[src/rtl/logic_op_pipe.sv]
// Bitwise logic unit (AND/OR/XOR/NAND) with a holdable LATENCY-stage result pipeline
// and a saturating counter of nonzero results leaving the pipe.
module logic_op_pipe #(
  parameter int WIDTH   = 8,
  parameter int LATENCY = 2,
  parameter int CNT_W   = 16
) (
  input  logic             clk,
  input  logic             rst_n,
  input  logic [WIDTH-1:0] pi_a,
  input  logic [WIDTH-1:0] pi_b,
  input  logic [1:0]       pi_op,
  input  logic             pi_valid,
  input  logic             pi_hold,
  input  logic             pi_cnt_clr,
  output logic [WIDTH-1:0] po_c1,
  output logic             po_valid,
  output logic [WIDTH-1:0] po_c2,
  output logic [CNT_W-1:0] po_cnt,
  output logic             po_cnt_sat
);

  logic [WIDTH-1:0]              w_res;
  logic [LATENCY:1]              r_vld_pipe;
  logic [LATENCY:1][WIDTH-1:0]   r_dat_pipe;
  logic [LATENCY:1]              w_vin;
  logic [LATENCY:1][WIDTH-1:0]   w_din;
  logic [CNT_W-1:0]              r_cnt;
  logic                          w_cnt_inc;

  always_comb begin
    case (pi_op)
      2'b00:   w_res = pi_a & pi_b;
      2'b01:   w_res = pi_a | pi_b;
      2'b10:   w_res = pi_a ^ pi_b;
      default: w_res = ~(pi_a & pi_b);
    endcase
  end

  assign po_c2 = w_res;

  // Stage s is fed by stage s-1; stage 1 is fed by the freshly computed result.
  always_comb begin
    w_vin    = '0;
    w_din    = '0;
    w_vin[1] = pi_valid;
    w_din[1] = w_res;
    for (int s = 2; s <= LATENCY; s++) begin
      w_vin[s] = r_vld_pipe[s-1];
      w_din[s] = r_dat_pipe[s-1];
    end
  end

  // Bubbles advance the valid bits but never overwrite data, so the output
  // word keeps the last valid result.
  always_ff @(posedge clk or negedge rst_n) begin
    if (!rst_n) begin
      r_vld_pipe <= '0;
      r_dat_pipe <= '0;
    end else if (!pi_hold) begin
      for (int s = 1; s <= LATENCY; s++) begin
        r_vld_pipe[s] <= w_vin[s];
        if (w_vin[s]) r_dat_pipe[s] <= w_din[s];
      end
    end
  end

  assign w_cnt_inc = !pi_hold && w_vin[LATENCY] && (|w_din[LATENCY]);

  always_ff @(posedge clk or negedge rst_n) begin
    if (!rst_n)                      r_cnt <= '0;
    else if (pi_cnt_clr)             r_cnt <= '0;
    else if (w_cnt_inc && !(&r_cnt)) r_cnt <= r_cnt + CNT_W'(1);
  end

  assign po_c1      = r_dat_pipe[LATENCY];
  assign po_valid   = r_vld_pipe[LATENCY];
  assign po_cnt     = r_cnt;
  assign po_cnt_sat = &r_cnt;

endmodule

[config.mk]
export PLATFORM = sky130hd
export DESIGN_NAME = logic_op_pipe
export DESIGN_NICKNAME = d
export VERILOG_FILES = /design/src/rtl/logic_op_pipe.sv
export SDC_FILE = /design/constraint.sdc
export NUM_CORES = 1
export LEC_CHECK = 0
export BUFFER_PORTS_ARGS = -buffer_cell sky130_fd_sc_hd__buf_2
export CORE_MARGIN = 3
export CORE_UTILIZATION = 40
export DETAILED_ROUTE_END_ITERATION = 8
export GPL_TIMING_DRIVEN = 0
export PLACE_DENSITY = 0.65
export REMOVE_ABC_BUFFERS = 1
export SLEW_MARGIN = 10
export SYNTH_ARGS = -nofsm -noshare
export SYNTH_HDL_FRONTEND = slang
export SYNTH_SLANG_ARGS = --single-unit
[constraint.sdc]
create_clock -name clk -period 2.2 [get_ports clk]
set_input_delay 0 -clock clk [delete_from_list [all_inputs] [get_ports clk]]
set_output_delay 0 -clock clk [all_outputs]
set_load 0.005 [all_outputs]
==> results.cfg <==
[die]
die-width_um = 81.9
design.core.area_sq_mm = 0.00534
initial_core_util_pct = 43.2
rows = 26
dieHeight_um = 81.9
fp.dieArea_sq_mm = 0.00670
ios = 57

[power]
sw_frac_of_total_pct = 26.8
power_frac_seq_pct = 46.8
clkPwrFrac_pct = 34.5
pwr-share-comb_pct = 18.7
switching_power_mw = 0.431
powerDensity_mw_per_mm2 = 597
p_int_mw = 1.18
power_mw = 1.61
peakVddDrop_v = 0.000231
p_leak_nw = 1.35

[critical_path]
path_max_fanout = 9
path_class = flop to flop
startpoint_type = flop
r2r_end = po_cnt[4]$_DFFE_PN0P_
endpoint = po_cnt[4]$_DFFE_PN0P_
r2r_slack_ps = 220
r2r-start = po_cnt[0]$_DFFE_PN0P_
crit_arrival_ps = 2140
critPathRequiredTime_ps = 2360
cp-end-kind = flop
crit_path_start = po_cnt[0]$_DFFE_PN0P_
r2r_cells = 5

[synth]
synth_area_sq_mm = 0.00230
synth.area.top_cells = dfrtp_1, ha_1, mux2_2
yosysSeqAreaShare_pct = 37.0
async_flop_share_pct = 100
yosys-top-cells-count = nand2_1, dfrtp_1, inv_1, nor2b_1, ha_1
synth_top_area_share_pct = 37.0
synth_edf_count = 0
synth_top_cell_by_area = dfrtp_1
ys_ff_latch = 34
yosysWarnings = 0
avgSynthCellArea_sq_um = 9.03
synthCells = 255
ys.flop_type = dfrtp_1
synth_cell_type_count = 33
synth_most_common_cell = nand2_1

[min_path]
hp-class = input port to flop

[global_routing]
overflow = 0
grt_pass1_vias = 1811
grt_pass1_wl_um = 8190
grt_max_degree = 35
track_usage_pct = 15.6
antenna_found_initial = 0

[drt]
antenna_left = 0
drcViolationCount = 0
drt_iter0_drc = 84
wl_um = 4650
routedWlPerCell_um = 12.5
vias = 1911
viasPerCell = 5.12
first_pass_iters = 4

[job]
cap_violations = 0

[sta]
min_period_ps = 1980
rsz0062_at_grt = false
fin_ws_ps = 218
skew_ps = 6.01
slew_viol_final = 0
relSlewSlack_pct = 50.6
worstMarginPinSlew_ps = 742
fmax_mhz = 505
tns_ps = 0
finalCritPeriodShare_pct = 90.1
setup_viol = 0
hold_violations = 0

[clock_tree]
clock_path_buffers = 2
cts_buffers = 5
cts.sinks = 34
root_buffer = clkbuf_8
cts_tree = built
clkTransAtPathRegs_ps = 70
htreeDepth = 2
clock_latency_ps = 280
cts_setup_buffers = 0

[outcome]
status = completed

[placement]
dp_hpwl_um = 3520
dp_slack_ps = -43.7
place.gp.congestion = 0.728
io_buffers = 56

[finish]
finalNetCount = 342
antennaDiodeCount = 0
areaGrowthSynthToFinish_pct = 17.2
drive_gt1_share_pct = 29.0
==> logic make-up (layout without fill, tap and decap cells) <==
logic type | after synthesis | in the layout | share of synthesized area, %
fa+ha+maj | 17 | 17 | 9.24
mux | 19 | 19 | 9.24
flops | 34 | 34 | 37.0
compound gates | 49 | 49 | 15.5
buf+inv | 36 | 84 | 7.39
simple gates | 100 | 100 | 21.7
==> what timing repair did <==
item | 4_1_cts | 5_1_grt
setup endpoints to repair | 3 | 0
endpoints found under the hold margin | 36 | 0
gates resized for setup | 1 | 0
hold buffers | 2 | 0
==> power by group through the flow <==
stage / clock [mW] / combinational [mW] / sequential, mW
4_1_cts: 0.574 / 0.309 / 0.756
3_3_place_gp: 0 / 0.294 / 0.766
3_5_place_dp: 0 / 0.303 / 0.768
6_report: 0.556 / 0.301 / 0.754
5_1_grt: 0.613 / 0.350 / 0.765
2_1_floorplan: 0 / 0.160 / 0.757
==> per-layer routing <==
metal | track usage (%) | wire, um | vias up
met2 | 26.9 | 2230 | 47
met4 | 4.98 | 65 | 0
met3 | 3.84 | 270 | 6
met1 | 18.9 | 2080 | 884
li1 | - | - | 974
met5 | 0 | 0 | -
==> how the worst min path moves through the flow <==
| stage | slack [ps] | start | cells after the start | end |
|---|---|---|---|---|
| 2_1_floorplan | -300 | rst_n | 0 | po_c1[0]$_DFFE_PN0N_ |
| 3_3_place_gp | 120 | rst_n | 1 | po_cnt[12]$_DFFE_PN0P_ |
| 3_5_place_dp | 120 | rst_n | 1 | po_cnt[12]$_DFFE_PN0P_ |
| 4_1_cts | 170 | pi_cnt_clr | 2 | po_cnt[11]$_DFFE_PN0P_ |
| 5_1_grt | 200 | pi_valid | 3 | r_vld_pipe[1]$_DFFE_PN0N_ |
| 6_report | 170 | pi_valid | 3 | r_vld_pipe[1]$_DFFE_PN0N_ |
==> cell type report <==
| class | count | area (sq um) |
|---|---|---|
| clock buffer | 5 | 68.8 |
| timing repair buffer | 58 | 300 |
| clock inverter | 3 | 40.0 |
| multi-input combinational | 185 | 1280 |
| fill | 552 | 2640 |
| inverter | 18 | 67.6 |
| sequential | 34 | 851 |
| tap | 70 | 87.6 |
==> per-stage QoR <==
step	instances	hold WS [ps]	util, %	area [sq um]
finish	373	172	50.6	2700
global route	373	204	50.6	2700
floorplan	237	-296	-	2200
CTS	373	168	50.6	2700
global placement	363	118	48.1	2570
detailed placement	363	118	48.1	2570
==> flip-flops by register name (all words and copies together) (netlist names) <==
register / flops
po_c1: 8
r_dat_pipe: 8
r_vld_pipe: 2
po_cnt: 16
==> layout by cell type, fill, tap and decap left out, types with 2 or more instances in the layout <==
cell type / instances
nand2_1: 40
nor2_1: 14
dfrtp_1: 34
o31ai_1: 4
and3_1: 6
clkinv_2: 2
or4_1: 4
inv_1: 18
nand2b_1: 4
nand3_1: 6
dlygate4sd3_1: 2
a21oi_1: 13
o211ai_1: 7
buf_2: 56
o22ai_1: 2
o221a_2: 3
o21ai_0: 9
mux2_2: 15
ha_1: 17
a211oi_1: 7
nor2b_1: 17
mux2_1: 3
clkbuf_8: 5
nor4_1: 2
or4_4: 2
==> worst max-delay path, cell delays in order (launching register included) <==
cell	delay [ps]
dfrtp_1	500
ha_1	270
nand3_1	150
nor2_1	440
a211oi_1	160
mux2_1	340
No activity file was read; power rests on OpenSTA's default activity.
